[src/rtl/lamp_sqrt_ctrl_if.sv]
// lamp_sqrt_ctrl_if: lampFPU_pkg bfloat16 widths and the operand / core / result handshake bundle.
package lampFPU_pkg;
    localparam int LAMP_FLOAT_DW   = 16;
    localparam int LAMP_FLOAT_E_DW = 8;
    localparam int LAMP_FLOAT_F_DW = 7;
    localparam int LAMP_FLOAT_BIAS = 127;
endpackage

interface lamp_sqrt_ctrl_if;
    logic [lampFPU_pkg::LAMP_FLOAT_DW-1:0]   op_i;
    logic                                    op_valid_i;
    logic                                    op_ready_o;
    logic                                    sqrt_do_o;
    logic [lampFPU_pkg::LAMP_FLOAT_F_DW:0]   sqrt_s_o;
    logic                                    sqrt_is_exp_odd_o;
    logic                                    sqrt_special_o;
    logic [lampFPU_pkg::LAMP_FLOAT_F_DW:0]   sqrt_res_i;
    logic                                    sqrt_valid_i;
    logic [lampFPU_pkg::LAMP_FLOAT_DW-1:0]   res_o;
    logic                                    res_valid_o;
    logic                                    res_ready_i;
    logic                                    invalid_o;
    logic                                    timeout_o;
    modport slave (
        input  op_i, op_valid_i, sqrt_res_i, sqrt_valid_i, res_ready_i,
        output op_ready_o, sqrt_do_o, sqrt_s_o, sqrt_is_exp_odd_o, sqrt_special_o,
               res_o, res_valid_o, invalid_o, timeout_o
    );
    modport master (
        output op_i, op_valid_i, sqrt_res_i, sqrt_valid_i, res_ready_i,
        input  op_ready_o, sqrt_do_o, sqrt_s_o, sqrt_is_exp_odd_o, sqrt_special_o,
               res_o, res_valid_o, invalid_o, timeout_o
    );
endinterface

[src/rtl/lamp_sqrt_ctrl.sv]
// lamp_sqrt_ctrl: bfloat16 sqrt sequencer; special cases resolved locally, normals sent to the core.
// Optional watchdog on the core handshake: define LAMP_SQRT_CTRL_TIMEOUT_EN.
module lamp_sqrt_ctrl #(
    parameter int TIMEOUT_CYCLES = 64
) (
    input logic              clk,
    input logic              rst,
    lamp_sqrt_ctrl_if.slave  bus
);
    import lampFPU_pkg::*;

    typedef enum logic [1:0] {IDLE, WAIT, DONE} state_t;

    state_t                     state, state_nxt;
    logic                       sgn;
    logic [LAMP_FLOAT_E_DW-1:0] e;
    logic [LAMP_FLOAT_F_DW-1:0] f;
    logic                       accept, invalid, special, to_hit;
    logic [LAMP_FLOAT_DW-1:0]   special_res;
    logic [LAMP_FLOAT_E_DW:0]   exp_sum;
    logic [LAMP_FLOAT_F_DW:0]   s_r;
    logic [LAMP_FLOAT_E_DW-1:0] exp_r;
    logic                       odd_r, inv_r, to_r;
    logic [LAMP_FLOAT_DW-1:0]   res_r;
    logic                       unused_bits;

    assign {sgn, e, f}  = bus.op_i;
    assign accept       = bus.op_valid_i && bus.op_ready_o;
    assign invalid      = (e == 8'hFF && f != '0) || (sgn && (e != '0 || f != '0));
    assign special      = invalid || e == 8'hFF || e == '0;
    assign special_res  = invalid ? 16'h7FC0 : e == 8'hFF ? 16'h7F80 : {sgn, 15'b0};
    // (e + bias) / 2 is the biased exponent of the root; the core handles the odd-exponent fold
    assign exp_sum      = {1'b0, e} + 9'(LAMP_FLOAT_BIAS);
    assign unused_bits  = ^{bus.sqrt_res_i[LAMP_FLOAT_F_DW], exp_sum[0]};

`ifdef LAMP_SQRT_CTRL_TIMEOUT_EN
    logic [15:0] cnt;
    assign to_hit = state == WAIT && !bus.sqrt_valid_i && cnt == 16'(TIMEOUT_CYCLES - 1);
    always_ff @(posedge clk or negedge rst) begin
        if (!rst) cnt <= '0;
        else cnt <= accept ? '0 : state == WAIT ? cnt + 16'd1 : cnt;
    end
`else
    logic unused_timeout;
    assign to_hit         = 1'b0;
    assign unused_timeout = TIMEOUT_CYCLES != 0;
`endif

    always_ff @(posedge clk or negedge rst) begin
        if (!rst) state <= IDLE;
        else state <= state_nxt;
    end

    always_comb begin
        state_nxt = state == IDLE ? (accept ? (special ? DONE : WAIT) : IDLE) :
                    state == WAIT ? ((bus.sqrt_valid_i || to_hit) ? DONE : WAIT) :
                    state == DONE ? (bus.res_ready_i ? IDLE : DONE) : IDLE;
    end

    always_comb begin
        bus.op_ready_o  = rst && state == IDLE;
        bus.sqrt_do_o   = state == WAIT;
        bus.res_valid_o = state == DONE;
    end

    always_ff @(posedge clk or negedge rst) begin
        if (!rst) begin
            s_r   <= '0;
            exp_r <= '0;
            odd_r <= 1'b0;
            res_r <= '0;
            inv_r <= 1'b0;
            to_r  <= 1'b0;
        end else if (accept) begin
            res_r <= special_res;
            inv_r <= invalid;
            to_r  <= 1'b0;
            if (!special) begin
                s_r   <= {1'b1, f};
                odd_r <= ~e[0];
                exp_r <= exp_sum[LAMP_FLOAT_E_DW:1];
            end
        end else if (state == WAIT && bus.sqrt_valid_i) begin
            res_r <= {1'b0, exp_r, bus.sqrt_res_i[LAMP_FLOAT_F_DW-1:0]};
            inv_r <= 1'b0;
            to_r  <= 1'b0;
        end else if (to_hit) begin
            res_r <= 16'h7FC0;
            inv_r <= 1'b0;
            to_r  <= 1'b1;
        end
    end

    assign bus.sqrt_s_o          = s_r;
    assign bus.sqrt_is_exp_odd_o = odd_r;
    assign bus.sqrt_special_o    = 1'b0;
    assign bus.res_o             = res_r;
    assign bus.invalid_o         = inv_r;
    assign bus.timeout_o         = to_r;
endmodule

[src/flat_wrapper.sv]
// flat-port wrapper written by rule: the top's interface ports become plain ports
module lamp_sqrt_ctrl_flat import lampFPU_pkg::*;
#(
    parameter int TIMEOUT_CYCLES = 64
)
  (clk, rst, bus_op_i, bus_op_valid_i, bus_sqrt_res_i, bus_sqrt_valid_i, bus_res_ready_i, bus_op_ready_o, bus_sqrt_do_o, bus_sqrt_s_o, bus_sqrt_is_exp_odd_o, bus_sqrt_special_o, bus_res_o, bus_res_valid_o, bus_invalid_o, bus_timeout_o);
  lamp_sqrt_ctrl_if bus_i ();
  input logic clk;
  input logic rst;
  input wire logic [$bits(bus_i.op_i)-1:0] bus_op_i;
  input wire logic [$bits(bus_i.op_valid_i)-1:0] bus_op_valid_i;
  input wire logic [$bits(bus_i.sqrt_res_i)-1:0] bus_sqrt_res_i;
  input wire logic [$bits(bus_i.sqrt_valid_i)-1:0] bus_sqrt_valid_i;
  input wire logic [$bits(bus_i.res_ready_i)-1:0] bus_res_ready_i;
  output wire logic [$bits(bus_i.op_ready_o)-1:0] bus_op_ready_o;
  output wire logic [$bits(bus_i.sqrt_do_o)-1:0] bus_sqrt_do_o;
  output wire logic [$bits(bus_i.sqrt_s_o)-1:0] bus_sqrt_s_o;
  output wire logic [$bits(bus_i.sqrt_is_exp_odd_o)-1:0] bus_sqrt_is_exp_odd_o;
  output wire logic [$bits(bus_i.sqrt_special_o)-1:0] bus_sqrt_special_o;
  output wire logic [$bits(bus_i.res_o)-1:0] bus_res_o;
  output wire logic [$bits(bus_i.res_valid_o)-1:0] bus_res_valid_o;
  output wire logic [$bits(bus_i.invalid_o)-1:0] bus_invalid_o;
  output wire logic [$bits(bus_i.timeout_o)-1:0] bus_timeout_o;
  assign bus_i.op_i = bus_op_i;
  assign bus_i.op_valid_i = bus_op_valid_i;
  assign bus_i.sqrt_res_i = bus_sqrt_res_i;
  assign bus_i.sqrt_valid_i = bus_sqrt_valid_i;
  assign bus_i.res_ready_i = bus_res_ready_i;
  assign bus_op_ready_o = bus_i.op_ready_o;
  assign bus_sqrt_do_o = bus_i.sqrt_do_o;
  assign bus_sqrt_s_o = bus_i.sqrt_s_o;
  assign bus_sqrt_is_exp_odd_o = bus_i.sqrt_is_exp_odd_o;
  assign bus_sqrt_special_o = bus_i.sqrt_special_o;
  assign bus_res_o = bus_i.res_o;
  assign bus_res_valid_o = bus_i.res_valid_o;
  assign bus_invalid_o = bus_i.invalid_o;
  assign bus_timeout_o = bus_i.timeout_o;
  lamp_sqrt_ctrl #(.TIMEOUT_CYCLES(TIMEOUT_CYCLES)) u_core (.clk(clk), .rst(rst), .bus(bus_i));
endmodule
[config.mk]
export PLATFORM = sky130hd
export DESIGN_NAME = lamp_sqrt_ctrl_flat
export DESIGN_NICKNAME = d
export VERILOG_FILES = /design/src/rtl/lamp_sqrt_ctrl_if.sv /design/src/rtl/lamp_sqrt_ctrl.sv /design/src/flat_wrapper.sv
export SDC_FILE = /design/constraint.sdc
export NUM_CORES = 1
export LEC_CHECK = 0
export CORE_ASPECT_RATIO = 0.9
export CORE_UTILIZATION = 46
export DETAILED_ROUTE_END_ITERATION = 10
export DONT_BUFFER_PORTS = 1
export GPL_TIMING_DRIVEN = 0
export SETUP_SLACK_MARGIN = 0.02
export SYNTH_ARGS = -nofsm -noshare
export SYNTH_HDL_FRONTEND = slang
export SYNTH_SLANG_ARGS = --single-unit
[constraint.sdc]
create_clock -name clk -period 2.36 [get_ports clk]
set_input_delay 0.472 -clock clk [delete_from_list [all_inputs] [get_ports clk]]
set_output_delay 0.472 -clock clk [all_outputs]
set_load 0.01 [all_outputs]
==> run summary, run 1 <==
TritonCTS clock tree - built
Synth top area share - 0.5255
Synth Area in XOR/XNOR - 0.03066
Die Height - 59.91 µm
clk sinks - 36
Horiz. Die Dim - 66.35 µm
core area - 0.003478 mm²
CTS clk-pin slew, worst paths - 70 ps
Via density - 5.495
Clock Tree Buf Depth - 2
biggest area consumer among synthesized cells - dfrtp_1
Synth Warn # - 0
post-route ant nets - 0
GP Congestion - 0.8348
vias in the first global route - 1169
CTS Buf Count - 5
top cells by area, synth - dfrtp_1 53%, nand2_1 7.4%, mux2_4 6.1%
final cycle utilization of the critical path - 0.8517
Area Overhead vs Synth - 10.07%
Critical Path RT - 2530 ps
PwrDens - 924.5 mW/mm²
Hold Fails Final Rpt - 0
routed vias - 1165
Inst Count DP - 203
Worst Tran Pin Value - 563.2 ps
grt total ovfl - 0
Rel. slew slack - 0.6231
Tmin final - 2010 ps
initial core utilization - 0.4928
Slew Limit Fails - 0
post-synthesis cell type count - 35
worst slack, placed - 286.8 ps
io pins - 60
worst skew pair latency - 280 ps
reg2reg end - u_core.exp_r[6]
WS Path Type - reg2reg
setup bufs post-CTS - 0
first-pass GRT wire length - 5.713 mm
RSZ-0062 raised after global routing - false
nets@finish - 199
placement row count - 20
GRT Total Usage - 0.2012
worst hold path type - in2async
DRT iter0 DRCs - 27
per-cell routed wire length - 16.67 µm
Lkg Pwr - 0.8667 nW
mean area per synthesized cell - 10.85 µm²
r2r setup slk - 350 ps
Post-Syn Area - 0.001714 mm²
Non-Filler Instances - 212
CTS H-tree lvls - 2
total power draw - 1.744 mW
final setup vio count - 0
Die Area - 0.003975 mm²
# DRC - 0
Detailed Place HPWL - 2.607 mm
antenna violations before repair - 0
Worst Setup Start Kind - flop
Post-Synth Adder-Cell Area - 0.02190
max-cap violation count - 0
n_diodes - 0
Reg2Reg Depth - 7
routed wire length - 3.535 mm
Yosys reg bits - 36
outcome - finished, final reports clean
maximum number of pins on one net before global-route repair - 37
post-synthesis sequential area ratio - 0.5255
root buf cell - clkbuf_8
synthesized netlist cell count - 158
Crit Reg-Reg Startpoint - u_core.state[0]
Pre-antenna DRT Iters - 4
Fmax - 497.5 MHz
Worst Path Max Fanout - 10
setup TNS - 0 ps
critical path arrival - 2180 ps
Crit. End Element - flop
setup ws final - 349.9 ps
simple logic cell fraction of the synthesized area - 0.1526
number of fillers in the final layout - 344
largest family of logic cells by synthesized area - simple AND/OR/NAND/NOR gates
Fin Clk Skew - 7.004 ps
IO buf count - 0
Final Util - 0.5424
Peak VDD IR - 0.0005001 V
share of layout cells above drive strength 1 - 0.1726
mux cell area share after synthesis - 0.1255
Compound-Gate Fraction of Synth Area - 0.08832
==> cell families (layout without fill, tap and decap cells) <==
logic type      count (synthesis)  count (layout)
xor+xnor                        6               6
buf+inv                        14              23
simple gates                   57              57
compound gates                 24              24
flops                          36              36
mux                            17              17
other cells                     1               2
fa+ha+maj                       3               3
==> cell usage after synthesis <==
library cell  number
o21ai_0            3
mux2_2             8
o311ai_0           1
conb_1             1
nand2b_1           1
inv_1              7
and2_1             1
a31oi_1            8
xnor2_1            2
and2_0             1
nand2_1           34
o31ai_1            2
or3_1              1
buf_4              2
buf_6              2
a21boi_0           1
nand3_1            4
nor3b_1            2
mux2_4             7
a211oi_1           1
mux2i_1            2
a41oi_1            1
nor2_1             5
nor3_1             2
clkbuf_1           2
ha_1               3
buf_12             1
a21oi_1            6
o21ai_2            1
or2b_1             1
xor2_1             4
nor4_1             3
dfrtp_1           36
nand4_1            1
and4bb_1           1
==> report_power, final <==
part           internal, mW  switching, mW  leakage [nW]
sequential            0.798          0.180         0.435
combinational         0.176          0.139         0.387
clock                 0.237          0.214        0.0445
==> layout make-up <==
type                       instances  area, µm²  area share
inverter                           7      26.28     0.01393
buffer                             7      65.06     0.03448
clock inverter                     1      7.507    0.003979
sequential                        36      900.9      0.4775
clock buffer                       7      86.33     0.04576
timing repair buffer               1      20.02     0.01061
tap                               44      55.05     0.02918
multi-input combinational        109      725.7      0.3846
==> through the flow <==
stage	instance area [µm²]	hold slack, ps
2_1_floorplan	1718	176.4
3_3_place_gp	1773	177.1
5_1_grt	1887	16.98
6_report	1887	15.09
4_1_cts	1887	14.73
3_5_place_dp	1773	177.1
==> timing repair <==
| item | CTS | global route |
|---|---|---|
| hold buffers | 1 | 0 |
| gates resized for setup | 0 | 0 |
| hold endpoints to repair | 36 | 0 |
==> routing by layer <==
metal,vias to the layer above,share of wire,GRT usage
li1,563,-,-
met4,0,0.012,0.07295
met2,44,0.46,0.2901
met3,6,0.093,0.08206
met1,552,0.43,0.2718
met5,-,0,0
==> worst max path at each step <==
stage / startpoint / end / depth (start not counted)
floorplan: bus_op_i[7] / u_core.bus.sqrt_s_o[6] / 8
global placement: bus_op_i[7] / u_core.bus.sqrt_s_o[6] / 8
detailed placement: bus_op_i[7] / u_core.exp_r[6] / 8
CTS: u_core.state[0] / u_core.exp_r[6] / 7
global route: u_core.state[0] / u_core.exp_r[3] / 7
finish: u_core.state[0] / u_core.exp_r[6] / 7
==> layout by cell type (no fill, tap or decap), types with 4 or more instances in the layout <==
cell / instances
inv_1: 7
mux2_2: 8
nand2_1: 34
clkbuf_8: 6
nor2_1: 5
nand3_1: 4
xor2_1: 4
a31oi_1: 8
mux2_4: 7
a21oi_1: 6
dfrtp_1: 36
==> flip-flops by register name (all words and copies together), names as in the netlist <==
signal,count
u_core.bus.invalid_o,1
u_core.bus.res_o,16
u_core.bus.sqrt_is_exp_odd_o,1
u_core.bus.sqrt_s_o,8
u_core.exp_r,8
u_core.state,2
==> worst max-delay path, stage by stage, from the launching register on <==
cell	delay [ps]
dfrtp_1	420
and4bb_1	290
buf_6	140
o21ai_2	70
or3_1	360
buf_6	160
buf_12	150
mux2_4	290
Note: power is estimated with default switching activity, not from simulation.
==> run 2: changes to the inputs <==
--- a/config.mk
+++ b/config.mk
@@ -5,11 +5,13 @@
 export SDC_FILE = /design/constraint.sdc
 export NUM_CORES = 1
 export LEC_CHECK = 0
+export CAP_MARGIN = 20
 export CORE_ASPECT_RATIO = 0.9
 export CORE_UTILIZATION = 46
 export DETAILED_ROUTE_END_ITERATION = 10
 export DONT_BUFFER_PORTS = 1
 export GPL_TIMING_DRIVEN = 0
+export PLACE_DENSITY_LB_ADDON = 0.3
 export SETUP_SLACK_MARGIN = 0.02
 export SYNTH_ARGS = -nofsm -noshare
 export SYNTH_HDL_FRONTEND = slang
==> run 2 against run 1 <==
  * Clock skew shrank 2.3 ps
  * Count of clock-buffer cells in the layout unchanged
  * Non-clock buffer count is the same
  * Critical endpoint is now u_core.exp_r[3]
  * First-iteration DRC count increased by 85%
==> run summary, run 2 (synthesized netlist as in run 1, its figures left out) <==
post-route ant nets - 0 (unchanged)
worst slack, placed - 246.1 ps (-40.74 ps)
most frequent cells in the layout - 36 x dfrtp_1, 34 x nand2_1, 8 x a31oi_1, 8 x mux2_2
Internal - 1.212 mW (about the same)
max-cap violation count - 0 (unchanged)
antenna violations before repair - 0 (unchanged)
per-cell routed wire length - 16.87 µm (+1.2%)
number of fillers in the final layout - 304 (-12%)
grt total ovfl - 0 (unchanged)
core area - 0.003478 mm² (unchanged)
Peak VDD IR - 0.0008070 V (+61%)
nets@finish - 199 (unchanged)
Final Util - 0.5424 (unchanged)
Area Overhead vs Synth - 10.07% (unchanged)
post-CTS resize count - 0 (unchanged)
IO buf count - 0 (unchanged)
vias in the first global route - 1142 (-2.3%)
Clk pwr share - 0.260 (about the same)
first-pass GRT wire length - 5.533 mm (-3.2%)
Detailed Place HPWL - 2.690 mm (+3.2%)
CTS Buf Count - 5 (unchanged)
Critical Path RT - 2530 ps (about the same)
critical path arrival - 2210 ps (+30 ps)
CP top delay family - simple AND/OR/NAND/NOR gates
most common cell after layout, fill and taps aside - dfrtp_1
setup ws final - 317.5 ps (-32.39 ps)
n_diodes - 0 (unchanged)
longest individual stage delay on the worst path - 420 ps (about the same)
Pre-antenna DRT Iters - 4 (unchanged)
Fmax - 489.6 MHz (-1.6%)
WS Path Type - reg2reg
Hold Fails Final Rpt - 0 (unchanged)
RSZ-0062 raised after global routing - false
Fin Clk Skew - 4.668 ps (-2.336 ps)
maximum number of pins on one net before global-route repair - 37 (unchanged)
outcome - finished, final reports clean
CTS H-tree lvls - 2 (unchanged)
GRT Total Usage - 0.1957 (-0.005517)
routed wire length - 3.577 mm (+1.2%)
worst hold path type - in2async
Clock Tree Buf Depth - 2 (unchanged)
share of layout cells above drive strength 1 - 0.1726 (unchanged)
combinational cell fraction of total power - 0.181 (about the same)
Die Area - 0.003975 mm² (unchanged)
max reg flops - 16 (unchanged)
worst-path cell chain - and4bb_1 > buf_6 > o21ai_2 > or3_1 > buf_6 > buf_12 > mux2_4
Worst Tran Pin Value - 626.2 ps (+63.02 ps)
most frequent cell on the critical path - buf_6
Worst Setup Start Kind - flop
Horiz. Die Dim - 66.35 µm (unchanged)
io pins - 60 (unchanged)
worst skew pair latency - 280 ps (about the same)
Lkg Pwr - 0.8667 nW (unchanged)
Slowest-stage cell, CP - dfrtp_1
Tmin final - 2043 ps (+32.39 ps)
Worst Path Max Fanout - 10 (unchanged)
PwrDens - 930.1 mW/mm² (+0.60%)
CTS clk-pin slew, worst paths - 70 ps (about the same)
Design Area, Final - 0.001887 mm² (unchanged)
Switch Pwr - 0.5431 mW (+2.0%)
routed vias - 1175 (+0.86%)
Rel. slew slack - 0.5787 (-0.04448)
placement row count - 20 (unchanged)
r2r setup slk - 320 ps (-30 ps)
# DRC - 0 (unchanged)
setup bufs post-CTS - 0 (unchanged)
buffer and inverter count on the worst path - 3 (unchanged)
sequential share of power - 0.559 (-0.002)
TritonCTS clock tree - built
Sw Share - 0.3095 (+0.004183)
Via density - 5.542 (+0.86%)
setup TNS - 0 ps (unchanged)
root buf cell - clkbuf_8
DRT iter0 DRCs - 50 (+85%)
Post-DP Area - 0.001773 mm² (unchanged)
initial core utilization - 0.4928 (unchanged)
Die Height - 59.91 µm (unchanged)
Crit. End Element - flop
Slew Limit Fails - 0 (unchanged)
final setup vio count - 0 (unchanged)
final cycle utilization of the critical path - 0.8655 (+0.01372)
GP Congestion - 0.7627 (-8.6%)
clk sinks - 36 (unchanged)
-- run 2: cell counts in the layout (fill, tap and decap cells not counted) --
No cell type changed its count.
-- run 2: layer usage --
layer / GRT usage / share of wire / vias to the layer above
met5: 0 / 0 / -
met4: 0.05471 / 0.010 / 0
li1: - / - / 557
met1: 0.2463 / 0.42 / 568
met3: 0.06489 / 0.079 / 5
met2: 0.3236 / 0.49 / 45
-- run 2: power groups by stage --
stage / sequential [mW] / clock (mW) / combinational, mW
floorplan: 0.953 / 0 / 0.260
global placement: 0.985 / 0 / 0.285
detailed placement: 0.998 / 0 / 0.305
CTS: 0.986 / 0.465 / 0.322
global route: 1.00 / 0.488 / 0.355
finish: 0.981 / 0.456 / 0.318
-- run 2: path summary, 6_finish.rpt --
kind,from,to,cells past startpoint
max,u_core.state[0],u_core.exp_r[3],7
min,rst,u_core.bus.res_o[11],1
max reg2reg,u_core.state[0],u_core.exp_r[3],7
min reg2reg,u_core.exp_r[7],u_core.exp_r[7],1
max in group asynchronous,rst,u_core.bus.sqrt_s_o[0],1
min in group clk,bus_sqrt_res_i[3],u_core.bus.res_o[3],2
-- run 2: repair_timing --
action / in CTS / in global routing
endpoints found under the hold margin: 36 / 0
setup endpoints to repair: 0 / 0
hold buffers: 1 / 0
-- run 2: final cells by class --
| cell class | instances | area (µm²) | share of cell area |
|---|---|---|---|
| Buffer | 7 | 65.06 | 0.03448 |
| Clock buffer | 7 | 86.33 | 0.04576 |
| Sequential cell | 36 | 900.9 | 0.4775 |
| Clock inverter | 1 | 7.507 | 0.003979 |
| Timing Repair Buffer | 1 | 20.02 | 0.01061 |
| Inverter | 7 | 26.28 | 0.01393 |
| Multi-Input combinational cell | 109 | 725.7 | 0.3846 |
| Tap cell | 44 | 55.05 | 0.02918 |
-- run 2: per-stage QoR --
step                      instances  hold slack [ps]  power [mW]
after floorplan                 159            176.4       1.213
after global placement          203            177.5       1.270
after detailed placement        203            177.5       1.303
after CTS                       212            24.57       1.773
after global routing            212            12.12       1.848
final                           212            18.62       1.755
